## config.mk

```make
export PLATFORM = sky130hd
export DESIGN_NAME = spi_sclk_gen_flat
export DESIGN_NICKNAME = d
export VERILOG_FILES = /design/src/rtl/spi_sclk_gen_pkg.sv /design/src/rtl/spi_sclk_gen_if.sv /design/src/rtl/spi_half_period_cnt.sv /design/src/rtl/spi_sclk_gen.sv /design/src/flat_wrapper.sv
export SDC_FILE = /design/constraint.sdc
export NUM_CORES = 1
export LEC_CHECK = 0
export BUFFER_PORTS_ARGS = -buffer_cell sky130_fd_sc_hd__buf_2
export CAP_MARGIN = 10
export CORE_ASPECT_RATIO = 0.7
export CORE_MARGIN = 3
export CORE_UTILIZATION = 25
export DETAILED_ROUTE_END_ITERATION = 10
export GPL_ROUTABILITY_DRIVEN = 0
export GPL_TIMING_DRIVEN = 1
export PLACE_DENSITY_LB_ADDON = 0.05
export SLEW_MARGIN = 10
export SYNTH_ARGS = -nofsm -noshare
export SYNTH_HDL_FRONTEND = slang
export SYNTH_HIERARCHICAL = 1
export SYNTH_SLANG_ARGS = --single-unit
```

## constraint.sdc

```tcl
create_clock -name clk -period 4.9 [get_ports clk]
set_input_delay 0.735 -clock clk [delete_from_list [all_inputs] [get_ports clk]]
set_output_delay 0.735 -clock clk [all_outputs]
set_load 0.05 [all_outputs]
```

## src/rtl/spi_sclk_gen_pkg.sv

```systemverilog
// Shared definitions for the SPI serial-clock generator: FSM states, SPI mode
// encodings and default field widths.
package spi_pkg;

    localparam int DEF_DIV_W  = 16;
    localparam int DEF_BITS_W = 6;

    typedef enum logic [2:0] {
        IDLE,
        SETUP,
        RUN,
        HOLD,
        DONE
    } spi_state_t;

    // Modes are encoded as {cpol, cpha}
    localparam logic [1:0] MODE0 = 2'b00;
    localparam logic [1:0] MODE1 = 2'b01;
    localparam logic [1:0] MODE2 = 2'b10;
    localparam logic [1:0] MODE3 = 2'b11;

endpackage

```

## src/rtl/spi_sclk_gen_if.sv

```systemverilog
// Control/status bundle between the bridge controller (master) and the SCLK
// generator (slave).
interface spi_sclk_gen_if #(
    parameter int DIV_W  = spi_pkg::DEF_DIV_W,
    parameter int BITS_W = spi_pkg::DEF_BITS_W
);

    logic [DIV_W-1:0]  div;
    logic              cpol;
    logic              cpha;
    logic [BITS_W-1:0] nbits;
    logic              start;
    logic              abort;
    logic              busy;
    logic              done;
    logic              sclk;
    logic              sample_en;
    logic              shift_en;

    modport master (
        output div, cpol, cpha, nbits, start, abort,
        input  busy, done, sclk, sample_en, shift_en
    );

    modport slave (
        input  div, cpol, cpha, nbits, start, abort,
        output busy, done, sclk, sample_en, shift_en
    );

endinterface

```

## src/rtl/spi_half_period_cnt.sv

```systemverilog
// Half-period counter: counts 0..h-1 while enabled and flags the wrap cycle.
// Kept generic so the I2C SCL generator can reuse it.
module spi_half_period_cnt #(
    parameter int DIV_W = 16
) (
    input  logic             clk,
    input  logic             rst_n,
    input  logic             clr,
    input  logic             en,
    input  logic [DIV_W-1:0] h,
    output logic             tick
);

    localparam logic [DIV_W-1:0] CNT_ONE = DIV_W'(1);

    logic [DIV_W-1:0] r_cnt;
    logic             w_at_end;

    assign w_at_end = (r_cnt == (h - CNT_ONE));
    assign tick     = en && !clr && w_at_end;

    always_ff @(posedge clk) begin
        if (!rst_n) begin
            r_cnt <= '0;
        end else if (clr) begin
            r_cnt <= '0;
        end else if (en) begin
            r_cnt <= w_at_end ? '0 : (r_cnt + CNT_ONE);
        end
    end

endmodule

```

## src/rtl/spi_sclk_gen.sv

```systemverilog
// SPI serial-clock generator: programmable half-period, all four CPOL/CPHA
// modes, bounded bursts, per-edge sample/shift strobes and start/busy/done.
module spi_sclk_gen
    import spi_pkg::*;
#(
    parameter int DIV_W  = DEF_DIV_W,
    parameter int BITS_W = DEF_BITS_W
) (
    input  logic          clk,
    input  logic          rst_n,
    spi_sclk_gen_if.slave bus
);

    localparam logic [DIV_W-1:0]  DIV_ONE  = DIV_W'(1);
    localparam logic [BITS_W-1:0] BITS_ONE = BITS_W'(1);
    localparam logic [BITS_W:0]   EDGE_ONE = (BITS_W + 1)'(1);

    spi_state_t        r_state;
    spi_state_t        w_next_state;
    logic [DIV_W-1:0]  r_div;
    logic              r_cpol;
    logic              r_cpha;
    logic [BITS_W-1:0] r_nbits;
    logic [BITS_W:0]   r_edge;
    logic [BITS_W:0]   w_next_edge;
    logic [BITS_W:0]   w_edge_inc;
    logic [BITS_W:0]   w_last_edge;
    logic              r_sclk;
    logic              w_next_sclk;
    logic              r_sample;
    logic              w_next_sample;
    logic              r_shift;
    logic              w_next_shift;
    logic              w_accept;
    logic              w_active;
    logic              w_tick;
    logic              w_leading;

    assign w_accept    = (r_state == IDLE) && bus.start;
    assign w_active    = (r_state == SETUP) || (r_state == RUN) || (r_state == HOLD);
    assign w_edge_inc  = r_edge + EDGE_ONE;
    assign w_last_edge = {r_nbits, 1'b0};
    assign w_leading   = w_edge_inc[0];

    spi_half_period_cnt #(
        .DIV_W (DIV_W)
    ) u_half_cnt (
        .clk   (clk),
        .rst_n (rst_n),
        .clr   (!w_active),
        .en    (w_active),
        .h     (r_div),
        .tick  (w_tick)
    );

    // Transfer parameters are frozen at start; zero divisor/length mean one.
    always_ff @(posedge clk) begin
        if (!rst_n) begin
            r_div   <= '0;
            r_nbits <= '0;
            r_cpol  <= 1'b0;
            r_cpha  <= 1'b0;
        end else if (w_accept) begin
            r_div   <= (bus.div == '0) ? DIV_ONE : bus.div;
            r_nbits <= (bus.nbits == '0) ? BITS_ONE : bus.nbits;
            r_cpol  <= bus.cpol;
            r_cpha  <= bus.cpha;
        end
    end

    always_comb begin
        w_next_state  = r_state;
        w_next_edge   = r_edge;
        w_next_sclk   = r_sclk;
        w_next_sample = 1'b0;
        w_next_shift  = 1'b0;

        case (r_state)
            IDLE: begin
                w_next_sclk = bus.cpol;
                w_next_edge = '0;
                if (bus.start) begin
                    w_next_state = SETUP;
                end
            end
            SETUP: begin
                w_next_sclk = r_cpol;
                if (w_tick) begin
                    w_next_state = RUN;
                end
            end
            RUN: begin
                if (w_tick) begin
                    w_next_sclk   = ~r_sclk;
                    w_next_edge   = w_edge_inc;
                    // Leading edges sample in cpha=0 and shift in cpha=1
                    w_next_sample = w_leading ^ r_cpha;
                    w_next_shift  = ~(w_leading ^ r_cpha);
                    if (w_edge_inc == w_last_edge) begin
                        w_next_state = HOLD;
                    end
                end
            end
            HOLD: begin
                w_next_sclk = r_cpol;
                if (w_tick) begin
                    w_next_state = DONE;
                end
            end
            DONE: begin
                w_next_sclk  = r_cpol;
                w_next_edge  = '0;
                w_next_state = IDLE;
            end
            default: begin
                w_next_state = IDLE;
                w_next_edge  = '0;
            end
        endcase

        if (bus.abort && (r_state != IDLE)) begin
            w_next_state  = IDLE;
            w_next_edge   = '0;
            w_next_sclk   = r_cpol;
            w_next_sample = 1'b0;
            w_next_shift  = 1'b0;
        end
    end

    always_ff @(posedge clk) begin
        if (!rst_n) begin
            r_state  <= IDLE;
            r_edge   <= '0;
            r_sclk   <= 1'b0;
            r_sample <= 1'b0;
            r_shift  <= 1'b0;
        end else begin
            r_state  <= w_next_state;
            r_edge   <= w_next_edge;
            r_sclk   <= w_next_sclk;
            r_sample <= w_next_sample;
            r_shift  <= w_next_shift;
        end
    end

    assign bus.busy      = w_active;
    assign bus.done      = (r_state == DONE);
    assign bus.sclk      = r_sclk;
    assign bus.sample_en = r_sample;
    assign bus.shift_en  = r_shift;

endmodule

```

## src/flat_wrapper.sv

```systemverilog
// flat-port wrapper written by rule: the top's interface ports become plain ports
module spi_sclk_gen_flat import spi_pkg::*;
#(
    parameter int DIV_W  = DEF_DIV_W,
    parameter int BITS_W = DEF_BITS_W
)
  (clk, rst_n, bus_div, bus_cpol, bus_cpha, bus_nbits, bus_start, bus_abort, bus_busy, bus_done, bus_sclk, bus_sample_en, bus_shift_en);
  spi_sclk_gen_if #(.DIV_W(DIV_W), .BITS_W(BITS_W)) bus_i ();
  input  logic clk;
  input  logic rst_n;
  input wire logic [$bits(bus_i.div)-1:0] bus_div;
  input wire logic [$bits(bus_i.cpol)-1:0] bus_cpol;
  input wire logic [$bits(bus_i.cpha)-1:0] bus_cpha;
  input wire logic [$bits(bus_i.nbits)-1:0] bus_nbits;
  input wire logic [$bits(bus_i.start)-1:0] bus_start;
  input wire logic [$bits(bus_i.abort)-1:0] bus_abort;
  output wire logic [$bits(bus_i.busy)-1:0] bus_busy;
  output wire logic [$bits(bus_i.done)-1:0] bus_done;
  output wire logic [$bits(bus_i.sclk)-1:0] bus_sclk;
  output wire logic [$bits(bus_i.sample_en)-1:0] bus_sample_en;
  output wire logic [$bits(bus_i.shift_en)-1:0] bus_shift_en;
  assign bus_i.div = bus_div;
  assign bus_i.cpol = bus_cpol;
  assign bus_i.cpha = bus_cpha;
  assign bus_i.nbits = bus_nbits;
  assign bus_i.start = bus_start;
  assign bus_i.abort = bus_abort;
  assign bus_busy = bus_i.busy;
  assign bus_done = bus_i.done;
  assign bus_sclk = bus_i.sclk;
  assign bus_sample_en = bus_i.sample_en;
  assign bus_shift_en = bus_i.shift_en;
  spi_sclk_gen #(.DIV_W(DIV_W), .BITS_W(BITS_W)) u_core (.clk(clk), .rst_n(rst_n), .bus(bus_i));
endmodule
```

Word-level counts from Yosys, hierarchy flattened
Cells that the tools add are included.
{"block": "word_totals", "register_bits": 53, "inputBits": 28, "out_inout_bits": 5, "wordCells": 64}
{"block": "op_classes", "addsub": 3, "eq_ne": 12, "muxes": 13, "n_bitwise": 8, "reduce_logical": 18}
{"op": "adder 16 x 1 -> 16 bit (second input constant)", "count": 1}
{"op": "== test 16 bit", "count": 1}
{"op": "logical NOT 16 bit", "count": 1}
{"op": "2-to-1 mux 16 bit", "count": 1}
{"op": "subtractor 16 x 1 -> 16 bit (second input constant)", "count": 1}
{"op": "2-to-1 mux 3 bit", "count": 5}
{"op": "one-hot mux 7 bit (2 select lines)", "count": 1}
{"op": "one-hot mux 3 bit (4 select lines)", "count": 1}
{"op": "inequality test 2 bit (second input constant)", "count": 5}
{"op": "adder 7 x 1 -> 7 bit (second input constant)", "count": 1}
{"op": "== test 7 bit", "count": 1}
{"op": "2-to-1 mux 7 bit", "count": 1}
{"op": "NOT 1 bit", "count": 7}
{"op": "== test 3 x 2 -> 1 bit (second input constant)", "count": 2}
{"op": "logical NOT 6 bit", "count": 1}
{"op": "2-to-1 mux 6 bit", "count": 1}
{"op": "OR reduction 3 bit", "count": 2}
{"op": "AND reduction 5 bit", "count": 1}
{"op": "AND reduction 2 bit", "count": 2}
{"op": "nonzero test 4 bit", "count": 1}
{"op": "OR reduction 2 bit", "count": 2}
{"op": "OR reduction 4 bit", "count": 1}
{"op": "== test 3 x 1 -> 1 bit (second input constant)", "count": 1}
{"op": "== test 3 bit (second input constant)", "count": 1}
{"op": "8 further kinds", "count": 12}

Depth between registers and ports, before layout
{"block": "depth", "ltp_word": 7, "ltp_mapped": 14, "ltp_nobuf": 13}

Modules after synthesis
Netlist, hierarchy kept.
{"module": "spi_sclk_gen", "instances": 1, "cells_per_inst": 220, "area_each_um2": 1767.9, "seq_area_each_um2": 740.7}
{"module": "spi_half_period_cnt", "instances": 1, "cells_per_inst": 157, "area_each_um2": 1283.7, "seq_area_each_um2": 320.3}

Least setup slack after synthesis
OpenSTA, ideal clock, no wires.
{"block": "synth_timing", "path_kind": "reg2reg", "start": "register u_core.r_state[0]", "end": "register u_core.r_edge[3]", "setup_ns": 0.070, "t_arrival_ns": 3.287, "t_required_ns": 4.830, "slack_ns": 1.543, "path_stages_with_launch": 10, "n_path_buf": 2, "period_less_slack_ns": 3.357, "cell_sequence": "dfxtp_1 > buf_2 > nor2_1 > nor2_1 > inv_1 > nor3_1 > nand3_2 > buf_6 > or3_1 > a21oi_1"}
{"block": "synth_between", "elab_chain_cells": 6, "elab_cells_between_ends": 14, "cone_classes": "4 x eq/ne; 1 x mux; 1 x bitwise; 8 x reduce/logical"}
{"element": "start, declared", "line_no": "spi_sclk_gen.sv:18", "source": "spi_state_t r_state;"}
{"element": "start signal, assigned", "line_no": "spi_sclk_gen.sv:138", "source": "r_state <= w_next_state;"}
{"element": "== test 3 x 1 -> 1 bit / == test 3 x 2 -> 1 bit (equally long branches)", "line_no": "spi_sclk_gen.sv:40", "source": "assign w_active = (r_state == SETUP) || (r_state == RUN) || (r_state == HOLD);"}
{"element": "logical OR 1 bit", "line_no": "spi_sclk_gen.sv:40"}
{"element": "logical OR 1 bit (*)", "line_no": "spi_sclk_gen.sv:40"}
{"element": "net bus_busy", "line_no": "flat_wrapper.sv:17", "source": "output wire logic [$bits(bus_i.busy)-1:0] bus_busy;"}
{"element": "logical AND 1 bit (*)", "line_no": "spi_half_period_cnt.sv:20", "source": "assign tick = en && !clr && w_at_end;"}
{"element": "net u_core.w_tick", "line_no": "spi_sclk_gen.sv:36", "source": "logic w_tick;"}
{"element": "inequality test 2 bit (no line) (*)"}
{"element": "AND reduction 2 bit (no line) (*)"}
{"element": "end signal, assigned", "line_no": "spi_sclk_gen.sv:139", "source": "r_edge <= w_next_edge;"}
{"element": "end, declared", "line_no": "spi_sclk_gen.sv:24", "source": "logic [BITS_W:0] r_edge;"}
The timed path passes the listed nets; every way through them passes the cells marked *.
A chain may end at the register's enable or synchronous reset.

Worst setup path after layout
{"block": "layout_timing", "start": "register u_core.r_div[0]", "end": "register u_core.r_edge[6]"}
{"block": "layout_between", "elab_chain_cells": 5}
{"element": "start, declared", "line_no": "spi_sclk_gen.sv:20", "source": "logic [DIV_W-1:0] r_div;"}
{"element": "start signal, assigned", "line_no": "spi_sclk_gen.sv:64", "source": "r_div <= (bus.div == '0) ? DIV_ONE : bus.div;"}
{"element": "subtractor 16 x 1 -> 16 bit", "line_no": "spi_half_period_cnt.sv:19", "source": "assign w_at_end = (r_cnt == (h - CNT_ONE));"}
{"element": "== test 16 bit", "line_no": "spi_half_period_cnt.sv:19"}
{"element": "logical AND 1 bit", "line_no": "spi_half_period_cnt.sv:20"}
{"element": "net u_core.w_tick", "line_no": "spi_sclk_gen.sv:36"}
{"element": "inequality test 2 bit (no line)"}
{"element": "AND reduction 2 bit (no line)"}
The timed path passes the listed nets, and every way through them passes these cells.

==> out/qor.json <==
{
  "status": "completed",
  "ys_async_sr_fraction_pct": 0,
  "synth.cell_area_um2": 3052,
  "min_to": "u_core/r_cpha$_SDFFE_PN0P_",
  "critical_path.cell_chain": "inv_1, ha_1, nor4b_4, nand2_1, o311ai_0, nor2_1, or4_1, nor3_1, nand3_2, or3_1, a21oi_1",
  "insertion_delay_ps": 290,
  "numPortBuffers": 32,
  "routed_via_density": 4.686,
  "critPathKind": "flip-flop to flip-flop",
  "routed_wire_length_per_instance_um": 14.54,
  "setup.reg_to_reg.worst_slack_ps": 910,
  "initial_core_util_pct": 25.84,
  "grt_start_max_net_pins": 28,
  "crit_path_start_kind": "flip-flop",
  "die-height_um": 98.44,
  "hold_start": "u_core/r_cpha$_SDFFE_PN0P_",
  "achievable-frequency_mhz": 250.9,
  "antenna-diode-count": 0,
  "drive_above_1_share_pct": 13.22,
  "synth_edf_count": 0,
  "setup_tns_ps": 0,
  "initial_antenna_violation_count": 0,
  "synth_ff_type": "sky130_fd_sc_hd__dfxtp_1",
  "cp_slowest_cell": "sky130_fd_sc_hd__or4_1",
  "synth_area_per_cell_um2": 8.095,
  "critical_path_peak_fanout": 13,
  "die_outline_area_um2": 13590,
  "clock_sinks": 53,
  "num_vias": 2615,
  "r2r-end": "u_core/r_edge[6]$_SDFFE_PP0P_",
  "cts_tree": "done",
  "layout_worst_path_cycle_share_pct": 81.33,
  "synthDistinctLibCells": 55,
  "number_of_nets_in_the_layout": 431,
  "maxSlewHeadroom_pct": 33.47,
  "leak_pwr_nw": 1.246,
  "synth_warnings": 6,
  "design.portCount": 33,
  "grt_first_pass_wirelength_um": 13270,
  "critical_path.endpoint_type": "flip-flop",
  "route.detailed.drc": 0,
  "fill_cells": 1321,
  "cts_hold_buf": 0,
  "report.final.slew_viol_count": 0,
  "worst_path_largest_cell_delay_ps": 680,
  "worst_vdd_ir_mv": 0.1243,
  "rr_worst_depth": 11,
  "hold_depth": 2,
  "postCtsSetupBuffers": 0,
  "setup_viol": 0,
  "timing_worst_slew_pin_value_ps": 994.8,
  "synthesis.instances": 377,
  "first_global_vias": 2396,
  "clkTransAtPathRegs_ps": 70,
  "final_worst_clock_skew_ps": 3.050,
  "die_width_um": 138.1,
  "final.min_clock_period_ps": 3985,
  "grt_remaining_overflow": 0,
  "post-route-util_pct": 29.58,
  "areaGrowthSynthToFinish_pct": 14.47,
  "fin_worst_hold_slack_ps": 477.7,
  "yosys_register_bits": 53,
  "cts_root_buf": "sky130_fd_sc_hd__clkbuf_16",
  "postRouteAntennaNets": 0,
  "clock_path_buffers": 2,
  "postCtsResizedCells": 0,
  "p_per_area_nw_per_um2": 300.9,
  "timing.rr.start": "u_core/r_div[0]$_SDFFE_PN0P_",
  "clock_tree.htree_level_count": 2,
  "core_area_um2": 11810,
  "cts_buffers": 5,
  "worst_ep_arrival_ps": 4210,
  "unrepaired_setup_endpoints_after_global_routing": "no",
  "worst_hold_path_type": "flip-flop to flip-flop",
  "report.final.hold_viol_count": 0,
  "drt_iter0_drc": 135,
  "place_hpwl_um": 6166,
  "drt_pass1_iterations": 4,
  "grt_total_usage_pct": 12.29,
  "critical_path_required_ps": 5120,
  "synth.yosys.seq_area_share_pct": 34.77,
  "max-cap-violations": 0,
  "synthesis.nets": 408,
  "drt_wl_total_um": 8115,
  "rows": 33
}
-- final cells by class --
| cell class | instances | area, um2 | share of cell area (%) |
|---|---|---|---|
| multi-input combinational | 296 | 1854 | 53.08 |
| sequential | 53 | 1061 | 30.37 |
| tap | 157 | 196.4 | 5.623 |
| timing repair buffer | 33 | 167.7 | 4.799 |
| clock buffer | 7 | 142.6 | 4.083 |
| inverter | 11 | 41.29 | 1.182 |
| clock inverter | 1 | 30.03 | 0.8596 |
-- layer usage --
layer | up-vias | global-route usage [%] | wire, um
met3 | 5 | 2.764 | 292
met5 | - | 0 | 0
met2 | 38 | 14.51 | 2740
met4 | 0 | 3.189 | 73
li1 | 1373 | - | -
met1 | 1199 | 20.98 | 5009
-- critical path, delay by kind of cell, from the launching register on --
family / cells / cell delay, ps
buf+inv: 1 / 100
simple gates: 7 / 2700
compound gates: 2 / 530
fa+ha+maj: 1 / 220
flops: 1 / 370
-- worst max-delay path by stage --
| stage | from | cells past startpoint | endpoint | slack [ps] |
|---|---|---|---|---|
| 2_1_floorplan | u_core/r_state[0]$_SDFFE_PP0P_ | 9 | u_core/r_edge[3]$_SDFFE_PP0P_ | 1540 |
| 3_3_place_gp | u_core/r_div[0]$_SDFFE_PN0P_ | 11 | u_core/r_edge[4]$_SDFFE_PP0P_ | 1120 |
| 3_5_place_dp | u_core/r_div[0]$_SDFFE_PN0P_ | 11 | u_core/r_edge[6]$_SDFFE_PP0P_ | 920 |
| 4_1_cts | u_core/r_div[0]$_SDFFE_PN0P_ | 11 | u_core/r_edge[3]$_SDFFE_PP0P_ | 920 |
| 5_1_grt | u_core/r_div[0]$_SDFFE_PN0P_ | 11 | u_core/r_edge[6]$_SDFFE_PP0P_ | 500 |
| 6_report | u_core/r_div[0]$_SDFFE_PN0P_ | 11 | u_core/r_edge[6]$_SDFFE_PP0P_ | 910 |
-- cell families after synthesis --
kind of cell	count (synthesis)	synth area share, %
adder cells (fa/ha/maj)	3	1.230
flip-flops	53	34.77
AND/OR/NAND/NOR	178	30.50
XOR/XNOR	41	11.77
buffers and inverters	28	4.469
multiplexers	2	0.6970
AO/OA/AOI/OAI	72	16.56
-- power breakdown --
group	internal, mW	total [mW]	switching (mW)
registers	0.446	0.471	0.0254
logic	0.0678	0.163	0.0950
clock network	0.256	0.417	0.161
total	0.769	1.05	0.282
-- layout by cell type, fill, tap and decap left out, types with 2 or more instances in the layout --
cell / synthesis / final
sky130_fd_sc_hd__nand2b_1: 2 / 2
sky130_fd_sc_hd__inv_1: 11 / 11
sky130_fd_sc_hd__and3b_1: 2 / 2
sky130_fd_sc_hd__nand2_1: 60 / 60
sky130_fd_sc_hd__a21oi_1: 17 / 17
sky130_fd_sc_hd__or4_1: 2 / 2
sky130_fd_sc_hd__a22oi_1: 2 / 2
sky130_fd_sc_hd__nand3b_1: 5 / 5
sky130_fd_sc_hd__a21o_1: 2 / 2
sky130_fd_sc_hd__clkbuf_16: 0 / 5
sky130_fd_sc_hd__xor2_1: 20 / 20
sky130_fd_sc_hd__a21boi_0: 2 / 2
sky130_fd_sc_hd__dfxtp_1: 53 / 53
sky130_fd_sc_hd__nand4_1: 8 / 8
sky130_fd_sc_hd__buf_2: 10 / 32
sky130_fd_sc_hd__nor3b_1: 2 / 2
sky130_fd_sc_hd__nor2b_1: 5 / 5
sky130_fd_sc_hd__nor3_1: 12 / 12
sky130_fd_sc_hd__nor4_1: 5 / 5
sky130_fd_sc_hd__a21boi_1: 20 / 20
sky130_fd_sc_hd__nor3_4: 2 / 2
sky130_fd_sc_hd__nor2_1: 36 / 36
sky130_fd_sc_hd__nand3_1: 17 / 17
sky130_fd_sc_hd__a31oi_1: 5 / 5
sky130_fd_sc_hd__and3_1: 3 / 3
sky130_fd_sc_hd__a2111oi_2: 2 / 2
sky130_fd_sc_hd__ha_1: 3 / 3
sky130_fd_sc_hd__nand4b_1: 2 / 2
sky130_fd_sc_hd__or3_1: 6 / 6
sky130_fd_sc_hd__o21ai_0: 10 / 10
sky130_fd_sc_hd__and4_1: 2 / 2
sky130_fd_sc_hd__xnor2_1: 21 / 21
-- per-stage QoR --
step	power (mW)	worst slack [ps]	instance area, um2	cells
finish	1.051	914.9	3493	558
global route	1.111	495.7	3493	558
CTS	1.072	919.8	3493	558
detailed placement	0.6453	922.6	3321	550
global placement	0.6467	1118	3321	550
floorplan	0.5940	1543	3052	377
-- sequential cells by signal (all words and copies together) (netlist names) --
signal                   count
u_core/bus.shift_en          1
u_core/u_half_cnt/r_cnt     16
u_core/r_edge                7
u_core/r_cpol                1
u_core/r_nbits               6
u_core/bus.sclk              1
u_core/bus.sample_en         1
u_core/r_cpha                1
u_core/r_div                16
u_core/r_state               3
-- synthesized netlist by cell type, types with 3 or more instances --
| cell type | count | share of area (%) |
|---|---|---|
| sky130_fd_sc_hd__dfxtp_1 | 53 | 35 |
| sky130_fd_sc_hd__nand3_1 | 17 | 2.8 |
| sky130_fd_sc_hd__xnor2_1 | 21 | 6.0 |
| sky130_fd_sc_hd__a21oi_1 | 17 | 2.8 |
| sky130_fd_sc_hd__a31oi_1 | 5 | 1.0 |
| sky130_fd_sc_hd__nand2_1 | 60 | 7.4 |
| sky130_fd_sc_hd__buf_2 | 10 | 1.6 |
| sky130_fd_sc_hd__o21ai_0 | 10 | 1.6 |
| sky130_fd_sc_hd__nand3b_1 | 5 | 1.2 |
| sky130_fd_sc_hd__inv_1 | 11 | 1.4 |
| sky130_fd_sc_hd__a21boi_1 | 20 | 4.9 |
| sky130_fd_sc_hd__clkbuf_1 | 4 | 0.49 |
| sky130_fd_sc_hd__or3_1 | 6 | 1.2 |
| sky130_fd_sc_hd__ha_1 | 3 | 1.2 |
| sky130_fd_sc_hd__xor2_1 | 20 | 5.7 |
| sky130_fd_sc_hd__nor3_1 | 12 | 2.0 |
| sky130_fd_sc_hd__and3_1 | 3 | 0.62 |
| sky130_fd_sc_hd__nor4_1 | 5 | 1.0 |
| sky130_fd_sc_hd__nand4_1 | 8 | 1.6 |
| sky130_fd_sc_hd__nor2b_1 | 5 | 1.0 |
| sky130_fd_sc_hd__nor2_1 | 36 | 4.4 |
Note: power is estimated with default switching activity, not from simulation.
